===== config.mk =====
export PLATFORM = sky130hd
export DESIGN_NAME = booth_essential_encoder
export DESIGN_NICKNAME = d
export VERILOG_FILES = /design/src/rtl/booth_essential_encoder.sv
export SDC_FILE = /design/constraint.sdc
export NUM_CORES = 1
export LEC_CHECK = 0
export BUFFER_PORTS_ARGS = -buffer_cell sky130_fd_sc_hd__clkbuf_2
export CAP_MARGIN = 20
export CORE_ASPECT_RATIO = 1.2
export CORE_UTILIZATION = 51
export CTS_BUF_LIST = sky130_fd_sc_hd__clkbuf_8
export CTS_CLUSTER_SIZE = 28
export DETAILED_ROUTE_END_ITERATION = 16
export PLACE_DENSITY = 0.88
export SYNTH_ARGS = -nofsm -noshare
export SYNTH_HDL_FRONTEND = slang
export SYNTH_SLANG_ARGS = --single-unit

===== constraint.sdc =====
create_clock -name clk -period 2.55 [get_ports clk]
set_input_delay 0.51 -clock clk [delete_from_list [all_inputs] [get_ports clk]]
set_output_delay 0.51 -clock clk [all_outputs]
set_load 0.05 [all_outputs]

===== src/rtl/booth_essential_encoder.sv =====
// Radix-4 Booth recoder: scans one group per cycle and packs the essential triples into the low slots.
// Optional early termination when the remaining operand bits are pure sign extension: PAMAC_BPR_EARLY_TERM_EN.
module booth_essential_encoder (
   input  logic        clk,
   input  logic        reset,
   input  logic        in_valid,
   output logic        in_ready,
   input  logic [15:0] operand,
   output logic        out_valid,
   input  logic        out_ready,
   output logic [23:0] BPR,
   output logic [23:0] BPR_POS,
   output logic [3:0]  ETC
);

   localparam logic [1:0] S_IDLE = 2'd0;
   localparam logic [1:0] S_SCAN = 2'd1;
   localparam logic [1:0] S_DONE = 2'd2;

   logic [1:0]  state_q, state_d;
   logic [15:0] op_q, op_d;
   logic [2:0]  grp_q, grp_d;
   logic [23:0] bpr_q, bpr_d;
   logic [23:0] pos_q, pos_d;
   logic [3:0]  etc_q, etc_d;

   logic [16:0] ext;
   logic [4:0]  bit_idx;
   logic [2:0]  triple;
   logic        essential;
   logic [4:0]  slot_base;
   logic        scan_last;

   // The appended zero supplies operand[-1] for group 0.
   assign ext       = {op_q, 1'b0};
   assign bit_idx   = {1'b0, grp_q, 1'b0};
   assign triple    = ext[bit_idx +: 3];
   assign essential = (triple != 3'b000) && (triple != 3'b111);
   assign slot_base = {2'b00, etc_q[2:0]} * 5'd3;

`ifdef PAMAC_BPR_EARLY_TERM_EN
   logic signed [15:0] upper;
   logic [3:0]         sh;
   // Once operand[15:2i+1] is all-equal, every later triple is 000 or 111.
   assign sh        = {grp_q, 1'b0} + 4'd1;
   assign upper     = $signed(op_q) >>> sh;
   assign scan_last = (grp_q == 3'd7) || (&upper) || (~|upper);
`else
   assign scan_last = (grp_q == 3'd7);
`endif

   always_comb begin
      state_d = state_q;
      op_d    = op_q;
      grp_d   = grp_q;
      bpr_d   = bpr_q;
      pos_d   = pos_q;
      etc_d   = etc_q;
      case (state_q)
         S_IDLE: begin
            if (in_valid) begin
               op_d    = operand;
               bpr_d   = '0;
               pos_d   = '0;
               etc_d   = '0;
               grp_d   = '0;
               state_d = S_SCAN;
            end
         end
         S_SCAN: begin
            if (essential) begin
               bpr_d[slot_base +: 3] = triple;
               pos_d[slot_base +: 3] = grp_q;
               etc_d                 = etc_q + 4'd1;
            end
            grp_d = grp_q + 3'd1;
            if (scan_last) begin
               state_d = S_DONE;
            end
         end
         S_DONE: begin
            if (out_ready) begin
               state_d = S_IDLE;
            end
         end
         default: state_d = S_IDLE;
      endcase
   end

   always_ff @(posedge clk or posedge reset) begin
      if (reset) begin
         state_q <= S_IDLE;
         op_q    <= '0;
         grp_q   <= '0;
         bpr_q   <= '0;
         pos_q   <= '0;
         etc_q   <= '0;
      end else begin
         state_q <= state_d;
         op_q    <= op_d;
         grp_q   <= grp_d;
         bpr_q   <= bpr_d;
         pos_q   <= pos_d;
         etc_q   <= etc_d;
      end
   end

   assign in_ready  = (state_q == S_IDLE);
   assign out_valid = (state_q == S_DONE);
   assign BPR       = bpr_q;
   assign BPR_POS   = pos_q;
   assign ETC       = etc_q;

endmodule


Word level (Yosys, flattened, before mapping):

Index checks and enable logic that the tools add are counted.
W data, S select, Z words.

* flip-flop bits (word level): 73
* logic and storage cells: 46
* output and inout bits: 54

* muxes and demuxes: 16
* reductions and logical operators: 8
* shift operators: 4
* add/subtract/negate cells: 3
* multiply operators: 1
* eq/ne operators: 8

Operators with widths (number)
* $pmux W24 S2: 2
* $mux W24: 3
* $bwmux W24: 2
* $shiftx A3 B7 Y24: 2
* $shift A3 B7 Y24 const A: 1
* $shiftx A17 B5 Y3: 1
* $mux W4: 2
* $pmux W4 S2: 1
* $neg A5 Y7: 1
* $mux W2: 3
* $ne A2 B2 Y1 const B: 3
* $pmux W2 S3: 1
* $pmux W3 S2: 1
* $reduce_and A3 Y1: 2
* $mul A3 B2 Y5 const B: 1
* $add A4 B1 Y4 const B: 1
* $reduce_and A2 Y1: 2
* $add A3 B1 Y3 const B: 1
* $eq A3 B3 Y1 const B: 1
* $mux W3: 1
* $ne A3 B3 Y1 const B: 1
* $reduce_bool A3 Y1: 1
* $eq A2 B1 Y1 const B: 1
* $eq A2 B2 Y1 const B: 1
* 4 further kinds: 4

Depth between registers and ports, before layout:

* depth in word-level cells: 6
* mapped depth: 8
* mapped depth without buffers: 7

Worst setup path after synthesis:

Ideal clock, no wire load.

* kind: register -> register
* start: reg grp_q[2]
* end: reg pos_q[6] (netlist: BPR_POS[6])
* library setup time: 0.125 ns
* slack: 0.114 ns
* data arrival time: 2.311 ns
* stages on the path, launching flop included: 7
* period minus slack after synthesis: 2.436 ns
* cell sequence: dfrtp_1 > buf_2 > inv_1 > mux4_2 > or4_4 > nand3_2 > mux2_2

* cells in the longest elaborated chain, start to end: 5
* elaborated cells between the ends (all ways): 10

RTL lines
* start, declared: line 22 `logic [2:0] grp_q, grp_d;`
* start signal, assigned: line 101 `grp_q <= grp_d;`
* $shiftx A17 B5 Y3: line 37 `assign triple = ext[bit_idx +: 3];`
* $ne A3 B3 Y1 or $reduce_bool A3 Y1 (tied branches): line 38 `assign essential = (triple != 3'b000) && (triple != 3'b111);`
* $logic_and A1 B1 Y1: line 38
* $ne A2 B2 Y1 (no source line)
* $reduce_and A3 Y1 (no source line)
* end signal, assigned: line 103 `pos_q <= pos_d;`
* end, declared: line 24 `logic [23:0] pos_q, pos_d;`

Parallel ways exist; a longest one is shown, timed or not. The select of a mux whose other input is x is not followed.
A chain may end at the register's enable or synchronous reset.

Worst setup path in the final report:

* start: reg grp_q[1]
* end: reg pos_q[6] (netlist: BPR_POS[6])

The elaborated chain is that of the path after synthesis.

==> results.sh <==
export IMPL_max_freq_mhz=405
export IMPL_worstPathRequired_ps=2790
export IMPL_layout_common_cells="73 x clkbuf_2, 72 x dfrtp_1, 67 x nand2_1"
export IMPL_drt_iter0_markers=216
export IMPL_h_tree_depth=3
export IMPL_antenna_found_initial=0
export IMPL_synthArstFlopShare_pct=100
export IMPL_drive_above_1_share_pct=31.7
export IMPL_gp_congestion=0.869
export IMPL_vias_per_cell=5.65
export IMPL_worst_setup_path_start_kind="flip-flop"
export IMPL_rsz0062_at_grt="false"
export IMPL_tritoncts="built"
export IMPL_hold_violations=0
export IMPL_cts_repair_resized=0
export IMPL_synth_cell_types=44
export IMPL_yosysWarnings=0
export IMPL_cts_setup_buffers=0
export IMPL_maxCapViolCount=0
export IMPL_wl_per_cell_um=16.3
export IMPL_drcViolationCount=0
export IMPL_antennaDiodeCount=0
export IMPL_coreArea_um2=6490
export IMPL_io_buffers=73
export IMPL_track_usage_pct=24.0
export IMPL_start_util_pct=53.3
export IMPL_yosysTopAreaCellShare_pct=52.8
export IMPL_gr_total_overflow=0
export IMPL_multi_input_area_um2=1520
export IMPL_reg2reg_from="grp_q[1]"
export IMPL_reg2regPathDepth=5
export IMPL_synth_edff_count=0
export IMPL_r2r_slack_ps=80
export IMPL_clk_latency_ps=350
export IMPL_die_w_um=77.2
export IMPL_fill_cells=521
export IMPL_synth_area_per_cell_um2=11.1
export IMPL_cts_sinks=73
export IMPL_drt_total_wl_um=7860
export IMPL_hold_ws_ps=235
export IMPL_cts_root_buf="clkbuf_8"
export IMPL_fin_skew_ps=11.2
export IMPL_ys_seq_area_share_pct=52.8
export IMPL_hp_class="input port to asynchronous set/reset pin"
export IMPL_arrival_ps=2710
export IMPL_status="finished clean"
export IMPL_grt_start_max_net_pins=44
export IMPL_relSlewSlack_pct=55.2
export IMPL_yosysTopAreaCell="dfrtp_1"
export IMPL_dp_hpwl_um=5800
export IMPL_area_growth_pct=20.2
export IMPL_r2r_end="BPR_POS[6]"
export IMPL_worstSetupEndpointType="flip-flop"
export IMPL_vias=2731
export IMPL_rows=32
export IMPL_clockBufferDepth=2
export IMPL_tns_ps=0
export IMPL_synthTopCellsByArea="dfrtp_1 53%, nand2_1 7.3%, mux2i_1 5.2%, a32o_1 4.6%, a22o_1 2.8%"
export IMPL_synth_seq_cells=73
export IMPL_ys_flop_type="dfrtp_1"
export IMPL_critPathKind="flip-flop to flip-flop"
export IMPL_startpoint="grp_q[1]"
export IMPL_synthesis_area_um2=3460
export IMPL_finalSetupViolations=0
export IMPL_synth_nets=337
export IMPL_grt_pass1_vias=2709
export IMPL_worstMarginPinSlew_ps=671
export IMPL_syn_instance_count=312
export IMPL_cts_buffers_inserted=9
export IMPL_die_h_um=92.2
export IMPL_finalMaxSlewViolations=0
export IMPL_final_common_cell="clkbuf_2"
export IMPL_ff_latch_area_um2=1830
export IMPL_min_period_ps=2470
export IMPL_cts_hold_buffers=0
export IMPL_nNetsFinal=418
export IMPL_io_pin_count=74
export IMPL_path_max_fanout=9
export IMPL_antenna_left=0
export IMPL_fin_crit_sh_pct=96.7
export IMPL_die_area_um2=7120
export IMPL_clk_pin_slew_ps=70
export IMPL_firstDrtPassIters=4
export IMPL_grt_first_pass_wirelength_um=12900
[layer usage]
layer / part of all wire [%] / global-route usage, % / vias up
met5: 0 / 0 / -
met3: 5.2 / 5.17 / 18
met4: 2.3 / 11.8 / 0
met1: 42 / 30.4 / 1323
li1: - / - / 1290
met2: 51 / 38.9 / 100
[worst max-delay path, cell delays in order (launching register included)]
cell and delay, ps:
dfrtp_2 490, mux2i_1 190, mux4_2 560, or4_4 590, nand3_2 180, mux2_2 350
[registers in the layout, indices dropped and copies added, names as in the netlist]
signal / count
BPR_POS: 24
BPR: 24
op_q: 16
ETC: 4
state_q: 2
grp_q: 3
[layout make-up]
type	count	area share (%)
Sequential cell	73	44.0
Multi-Input combinational cell	212	36.4
Timing Repair Buffer	90	12.5
Clock buffer	9	2.98
Tap cell	85	2.56
Clock inverter	7	0.963
Inverter	7	0.632
[through the flow]
stage | std cells | cell area [µm²] | utilization [%] | setup slack, ps
3_3_place_gp | 467 | 3990 | 61.4 | 128
3_5_place_dp | 467 | 3990 | 61.4 | 28.3
5_1_grt | 483 | 4160 | 64.1 | 4.08
4_1_cts | 483 | 4150 | 64.0 | 26.6
2_1_floorplan | 312 | 3460 | - | 114
6_report | 483 | 4160 | 64.1 | 83.2
[worst max-delay path by stage]
stage                     cells after the start          to
after floorplan                               6  BPR_POS[6]
after global placement                        5  BPR_POS[0]
after detailed placement                      5  BPR_POS[7]
after CTS                                     5  BPR_POS[6]
after global routing                          5  BPR_POS[7]
final                                         5  BPR_POS[6]
[kinds of logic (layout without fill, tap and decap cells)]
group,after synthesis,in the layout,share of synthesized area [%]
xor+xnor,2,2,0.506
compound gates,57,57,14.1
buf+inv,27,113,3.62
flops,73,73,52.8
fa+ha+maj,5,5,1.81
mux,29,29,10.1
simple gates,119,119,17.0
[cell usage after synthesis, types with 2 or more instances]
master and n:
dfrtp_1 73, nand2_1 67, mux2i_1 18, a32o_1 16
a22o_1 11, clkbuf_1 11, nor2_1 10, nand3_1 8
o2bb2ai_1 8, inv_1 7, o21ai_0 6, a21oi_1 5
and2_1 5, ha_1 5, nand3_2 5, buf_2 4
mux2_2 4, mux4_2 4, and3_1 3, mux2_1 3
nand4_1 3, nor2b_1 3, nor4_1 3, o21bai_1 3
a2bb2o_1 2, a41oi_2 2, buf_1 2, buf_6 2
nand2b_1 2, nor3_1 2, o31ai_1 2
Power is not shown: default switching activity piles up to over one toggle a cycle in this logic, so the estimate is an artifact.
